--- config.mk ---
export PLATFORM = sky130hd
export DESIGN_NAME = scan_shift_ctrl
export DESIGN_NICKNAME = d
export VERILOG_FILES = /design/src/rtl/scan_shift_ctrl.sv
export SDC_FILE = /design/constraint.sdc
export NUM_CORES = 1
export LEC_CHECK = 0
export BUFFER_PORTS_ARGS = -buffer_cell sky130_fd_sc_hd__buf_2
export CORE_MARGIN = 2
export CORE_UTILIZATION = 40
export DETAILED_ROUTE_END_ITERATION = 10
export SYNTH_ARGS = -nofsm -noshare
export SYNTH_HDL_FRONTEND = slang
export SYNTH_SLANG_ARGS = --single-unit
--- constraint.sdc ---
create_clock -name CLK -period 1.3 [get_ports CLK]
set_input_delay 0.26 -clock CLK [delete_from_list [all_inputs] [get_ports CLK]]
set_output_delay 0.26 -clock CLK [all_outputs]
set_load 0.05 [all_outputs]
--- src/rtl/scan_shift_ctrl.sv ---
// scan_shift_ctrl: parallel-to-serial loader for a dff shift chain
// that reads back the previous chain contents as a parallel word.
module scan_shift_ctrl #(
  parameter int WIDTH = 8
) (
  input  logic             CLK,
  input  logic             RSTN,
  input  logic [WIDTH-1:0] IN_DATA,
  input  logic             IN_VALID,
  output logic             IN_READY,
  output logic             SER_D,
  output logic             SER_EN,
  input  logic             SER_Q,
  output logic [WIDTH-1:0] OUT_DATA,
  output logic             OUT_VALID,
  input  logic             OUT_READY
);

  localparam int CW = $clog2(WIDTH) + 1;
  localparam logic [CW-1:0] LAST = CW'(WIDTH - 1);

  typedef enum logic [1:0] {
    IDLE,
    SHIFT,
    DONE
  } state_e;

  state_e           state_q, state_d;
  logic [WIDTH-1:0] load_q, load_d;
  logic [WIDTH-1:0] cap_q, cap_d;
  logic [CW-1:0]    cnt_q, cnt_d;

  always_ff @(posedge CLK or negedge RSTN) begin
    if (!RSTN) begin
      state_q <= IDLE;
      load_q  <= '0;
      cap_q   <= '0;
      cnt_q   <= '0;
    end else begin
      state_q <= state_d;
      load_q  <= load_d;
      cap_q   <= cap_d;
      cnt_q   <= cnt_d;
    end
  end

  always_comb begin
    state_d = state_q;
    load_d  = load_q;
    cap_d   = cap_q;
    cnt_d   = cnt_q;
    unique case (state_q)
      IDLE: begin
        if (IN_VALID) begin
          load_d  = IN_DATA;
          cap_d   = '0;
          cnt_d   = '0;
          state_d = SHIFT;
        end
      end
      SHIFT: begin
        // SER_Q is sampled before the chain advances on this edge
        load_d = {load_q[WIDTH-2:0], 1'b0};
        cap_d  = {cap_q[WIDTH-2:0], SER_Q};
        cnt_d  = cnt_q + 1'b1;
        if (cnt_q == LAST) begin
          state_d = DONE;
        end
      end
      DONE: begin
        if (OUT_READY) begin
          state_d = IDLE;
        end
      end
      default: state_d = IDLE;
    endcase
  end

  assign IN_READY  = (state_q == IDLE);
  assign SER_EN    = (state_q == SHIFT);
  assign SER_D     = SER_EN & load_q[WIDTH-1];
  assign OUT_VALID = (state_q == DONE);
  assign OUT_DATA  = OUT_VALID ? cap_q : '0;

endmodule
==> impl_results.md, run 1 <==
- Final net count: 147
- Final setup vio count: 14
- Failing checks: negative setup slack
- FF+latch count, synth: 22
- Number of buffers created by CTS: 3
- Post-route cell area: 1461 um^2
- CP Cell Sequence: nor2b_4 -> and2_4 -> buf_8
- Mapped Cells: 99
- Most common cell after layout, fill and taps aside: dfrtp_1
- Port Buf Inserts: 24
- Hold Path Stages: 2
- Mean post-synth cell area: 10.58 um^2
- Via/cell ratio: 5.416
- WP data arrival: roughly 1.3 ns
- R2r endpoint: cnt_q[0]
- Initial Utilization: 42.27%
- Largest net degree at the start of global routing: 23
- Initial DRC Count: 8
- Pwr Density: 1880 nW/um^2
- Wire per inst: about 14 um
- ANT cells: 0
- R2R setup slack: -0.02 ns
- Fillcell total: 214
- Kind of critical path: register to output pin
- GR Overflow Total: 0
- GRT Overall Usage: 17.12%
- Leak Pwr: 0.0006733 uW
- Achievable Freq: between 0.6 and 0.7 GHz
- Post-synth top area cell: dfrtp_1
- Slowest CP cell: dfrtp_2
- GP Congestion: between 0.6 and 0.7
- Clk buf depth: 2
- Crit path time final: 1.538 ns
- Share of post-route cells with drive strength above 1: a little over two fifths
- Clock sink total: 22
- Worst path max stage delay: 0.48 ns
- Die Width: 55.17 um
- Num ports: 25
- Share of the synthesized area in the top cell type: 52.57%
- DR vias: 872
- RSZ-0062 raised after global routing: true
- Worst-path fanout max: 5
- Most used cells in the layout excluding fill and tap cells: dfrtp_1 (20), buf_2 (12), a22o_1 (11), buf_8 (11)
- Remaining DRCs: 0
- Clock skew: roughly 0.0013 ns
- H-Tree Level Count: 1
- Seq/Total Area, Yosys: a little over half
- Fin util: 58.99%
- Final Non-Filler Cells: 161
- CORE AREA: 2477 um^2
- Worst setup margin: -0.2385 ns
- Synth top area cells: dfrtp_1 (53%), a22o_1 (9.2%), and2_1 (5.4%), nor2b_1 (5.4%), a22oi_1 (5.0%)
- CP required: 1.04 ns
- Worst Hold Slack: 0.1725 ns
- Clock latency on the worst-skew pair: 0.30 ns
- DR pass1 iterations: 4
- Routed Antenna Nets: 0
- Area of the mapped netlist: 1047 um^2
- TritonCTS clock tree: built
- CP Capture Type: output pin
- Syn nets: ~110
- VDD IR max: 1097 uV
- Setup crit start kind: register
- Period utilisation layout: 118.3%
- Area Growth Syn to Fin: 39.55%
- Inst Count DP: about 160
- R2R depth: 4
- Max-cap violation count: 0
- FP Rows: 18
- Die area: 3043 um^2
- R2r startpoint: state_q[1]
- YS warnings: 0
- Final hold viol count: 0
- Slew @ Worst Pin: 0.4875 ns
- Netlist cell types: 22
- Vias in the first global route: 804
- Beginning of the worst hold path: SER_Q
- Fin. max-slew vios: 0
- Max_slew headroom: 67.50%
- Status: finished, violations left
- WL final: about 2300 um
- Initial antenna violation count: 0
- CTS root buf: clkbuf_4
- Hold endpoint: cap_q[0]
- First-pass GRT wire length: 3677 um
- CTS clk-pin slew, worst paths: 0.11 ns
- Dpl hpwl: 1516 um
- Die height: ~55 um
- Hold Path Class: input pin to register
- Post-Place Worst Slack: -0.02140 ns
- Placed Area: about 1300 um^2
-- cells in the mapped netlist, drive strengths merged --
library cell / instances
dfrtp: 22
a22o: 11
a21oi: 10
and2: 9
nor2b: 9
o21ai: 8
a22oi: 7
buf: 6
and2b: 2
inv: 2
nand2: 2
nor2: 2
a211oi: 1
clkbuf: 1
ha: 1
mux2: 1
mux2i: 1
nand2b: 1
nand3: 1
nand4: 1
o21bai: 1
-- routing by layer --
metal  global-route usage (%)  routed length [um]  vias up
li1                         -                   -      419
met1                    23.74                1051      426
met2                    26.59                1081       23
met3                    2.688                  97        4
met4                    7.317                  27        0
met5                        0                   0        -
-- registers in the layout, indices dropped and copies added, names as in the netlist --
name and count:
cap_q 8, cnt_q 4, load_q 8, state_q 2
-- final cells by class --
class / count / area (um^2) / area share (%)
sequential: 22 / 553.0 / 37.84
multi-input combinational: 69 / 519.2 / 35.53
timing repair buffer: 35 / 321.6 / 22.00
tap: 30 / 37.54 / 2.568
clock buffer: 3 / 22.52 / 1.541
inverter: 2 / 7.507 / 0.5137
-- what timing repair did --
action                                  in CTS  in global routing
hold endpoints to repair                    22                  0
cloned                                       1                  0
hold buffers                                 1                  0
endpoints found under the setup margin      12                 26
resized for setup                           40                  5
pin swaps                                    6                  2
buffers inserted                             0                  1
-- how the worst max path moves through the flow --
| stage | endpoint | startpoint | cells past startpoint |
|---|---|---|---|
| after floorplan | SER_D | state_q[0] | 3 |
| after global placement | OUT_DATA[7] | state_q[0] | 4 |
| after detailed placement | OUT_DATA[5] | state_q[1] | 4 |
| after CTS | OUT_DATA[5] | state_q[0] | 3 |
| after global routing | OUT_DATA[1] | state_q[0] | 3 |
| final | OUT_DATA[2] | state_q[0] | 3 |
-- worst max-delay path: cells and delay by family (launching register included) --
| family | cells | cell delay (ns) |
|---|---|---|
| buffers and inverters | 1 | 0.13 |
| DFF | 1 | 0.48 |
| and+or+nand+nor | 2 | 0.36 |
-- metrics by stage --
stage	total power (uW)	setup TNS (ns)
2_1_floorplan	1974	-0.07506
3_3_place_gp	2241	-0.1408
3_5_place_dp	2278	-0.1470
4_1_cts	2703	-2.718
5_1_grt	2947	-3.954
6_report	2747	-2.642
-- power by group --
| part | leakage, uW | internal [uW] | switching (uW) | total (uW) |
|---|---|---|---|---|
| clock network | 0.0000138 | 108 | 191 | 299 |
| logic | 0.000382 | 641 | 608 | 1250 |
| registers | 0.000278 | 957 | 242 | 1200 |
| total | 0.000673 | 1710 | 1040 | 2750 |
-- logic make-up (layout without fill, tap and decap cells) --
group                    count (synthesis)  after routing  share of synthesized area (%)
AO/OA/AOI/OAI                           38             38                          24.25
adder cells (fa/ha/maj)                  1              1                          1.195
buffers and inverters                    9             40                          4.659
flip-flops                              22             22                          52.57
multiplexers                             2              2                          2.031
AND/OR/NAND/NOR                         27             28                          15.29
No activity file was read; power rests on OpenSTA's default activity.
==> run 2: changes to the inputs <==
--- a/config.mk
+++ b/config.mk
@@ -9,6 +9,8 @@
 export CORE_MARGIN = 2
 export CORE_UTILIZATION = 40
 export DETAILED_ROUTE_END_ITERATION = 10
+export REMOVE_ABC_BUFFERS = 1
+export SLEW_MARGIN = 0
 export SYNTH_ARGS = -nofsm -noshare
 export SYNTH_HDL_FRONTEND = slang
 export SYNTH_SLANG_ARGS = --single-unit
==> run 2 against run 1 <==
Against the previous run:
- the flow still finishes with violations (negative setup slack)
- sequential power is essentially flat
- die area is the same
- power grew 6.8%
- global-route usage grew 0.054 points
- clock-buffer cell count grew 1
- sequential cell count is the same
- design area grew 5.8%
- clock power grew 21%
- combinational power grew 9.6%
==> impl_results.md, run 2 (synthesized netlist as in run 1, its figures left out) <==
- Status: finished, violations left
- Failing checks: negative setup slack
- FP Rows: 18
- Via/cell ratio: around 5.2
- Critical path launch point: state_q[1]
- DR pass1 iterations: 4
- Period utilisation layout: 119.5%
- RSZ-0062 raised after global routing: true
- Setup TNS: -2.786 ns
- Worst-path fanout max: 5
- ANT cells: 0
- Clock latency on the worst-skew pair: 0.30 ns
- Number of buffers created by CTS: 3
- Worst Hold Slack: about 0.17 ns
- H-Tree Level Count: 1
- CP required: 1.04 ns
- CORE AREA: 2477 um^2
- Crit path buffers/inverters: 1
- WP data arrival: about 1.3 ns
- DR vias: 876
- Worst path max stage delay: about 0.44 ns
- Post-Place Worst Slack: -0.03242 ns
- Hold Path Class: input pin to register
- Achievable Freq: 0.6435 GHz
- Max-cap violation count: 0
- Critical path's top delay family: flip-flops
- Wire per inst: 13.95 um
- GRT Overall Usage: 17.17%
- Share of post-route cells with drive strength above 1: between 40% and 50%
- Most common cell after layout, fill and taps aside: dfrtp_1
- Most used cells in the layout excluding fill and tap cells: dfrtp_1 (20), buf_2 (13), buf_4 (12), a22o_1 (11), buf_8 (11)
- Leak Pwr: 0.0007261 uW
- Slew @ Worst Pin: 0.4808 ns
- Port Buf Inserts: 24
- Pwr Density: 1897 nW/um^2
- Die Width: roughly 55 um
- Beginning of the worst hold path: SER_Q
- Kind of critical path: register to output pin
- Fin. max-slew vios: 0
- WL final: 2357 um
- Initial DRC Count: 18
- Vias in the first global route: 840
- Met3 usage: about 3%
- Routed Antenna Nets: 0
- GP Congestion: just over 0.7
- Initial Utilization: 42.27%
- CP Capture Type: output pin
- Initial antenna violation count: 0
- M2 GR Usage: between 20% and 30%
- Num ports: 25
- Clock sink total: 22
- Slowest CP cell: dfrtp_2
- Crit path time final: 1.554 ns
- CTS clk-pin slew, worst paths: 0.11 ns
- Max_slew headroom: 67.94%
- Final setup vio count: 12
- Die area: 3043 um^2
- Fin util: 62.42%
- CTS root buf: clkbuf_4
- Setup crit start kind: register
- R2r startpoint: state_q[1]
- TritonCTS clock tree: built
- Global routing's busiest layer: met2
- Biggest regs: cap_q x8, load_q x8, cnt_q x4
- VDD IR max: 1307 uV
- Dpl hpwl: 1550 um
- Worst setup margin: -0.2539 ns
- Final hold viol count: 0
- Final net count: around 150
- Clk buf depth: 2
- Area Growth Syn to Fin: 47.67%
- First-pass GRT wire length: 3726 um
- Overall power: between 2000 and 3000 uW
- Clock skew: 0.004013 ns
- Die height: 55.17 um
- Remaining DRCs: 0
- Met1 Use GR: a little under a quarter
- GR Overflow Total: 0
- Largest net degree at the start of global routing: 23
- CP Cell Sequence: nor2b_4 -> and2_4 -> buf_8
run 2: area by class of cell:
cell class	count	area [um^2]
Fill cell	212	930.9
Sequential cell	22	553.0
Multi-Input combinational cell	69	525.5
Timing Repair Buffer	42	386.6
Tap cell	30	37.54
Clock buffer	4	36.28
Inverter	2	7.507
run 2: timing repair:
| action | in CTS | in global routing |
|---|---|---|
| hold buffers | 1 | 0 |
| gates cloned | 1 | 1 |
| pin swaps | 2 | 4 |
| setup buffers | 0 | 4 |
| endpoints found under the setup margin | 14 | 20 |
| resized for setup | 43 | 19 |
| hold endpoints to repair | 22 | 0 |
run 2: final timing paths:
kind	to	slack (ns)	depth (start not counted)
worst max-delay path	OUT_DATA[2]	-0.25	3
worst min-delay path	cap_q[0]	0.17	2
worst max register to register	cnt_q[0]	0.01	4
worst min register to register	load_q[0]	0.52	2
max in group asynchronous	state_q[1]	0.50	2
min in group asynchronous	load_q[3]	0.45	2
run 2: per-stage QoR:
stage               instances  area, um^2
floorplan                  92        1006
global placement          159        1261
detailed placement        159        1261
CTS                       164        1446
global route              169        1546
finish                    169        1546
run 2: report_power, final:
part / switching [uW] / internal (uW) / total (uW)
Clock: 190 / 171 / 361
Sequential: 249 / 957 / 1210
Combinational: 633 / 735 / 1370
Total: 1070 / 1860 / 2930
run 2: metal layers:
| layer | share of wire (%) | vias to the layer above |
|---|---|---|
| met5 | 0 | - |
| met4 | 0.51 | 0 |
| met3 | 3.2 | 2 |
| met2 | 49 | 13 |
| met1 | 47 | 422 |
| li1 | - | 439 |
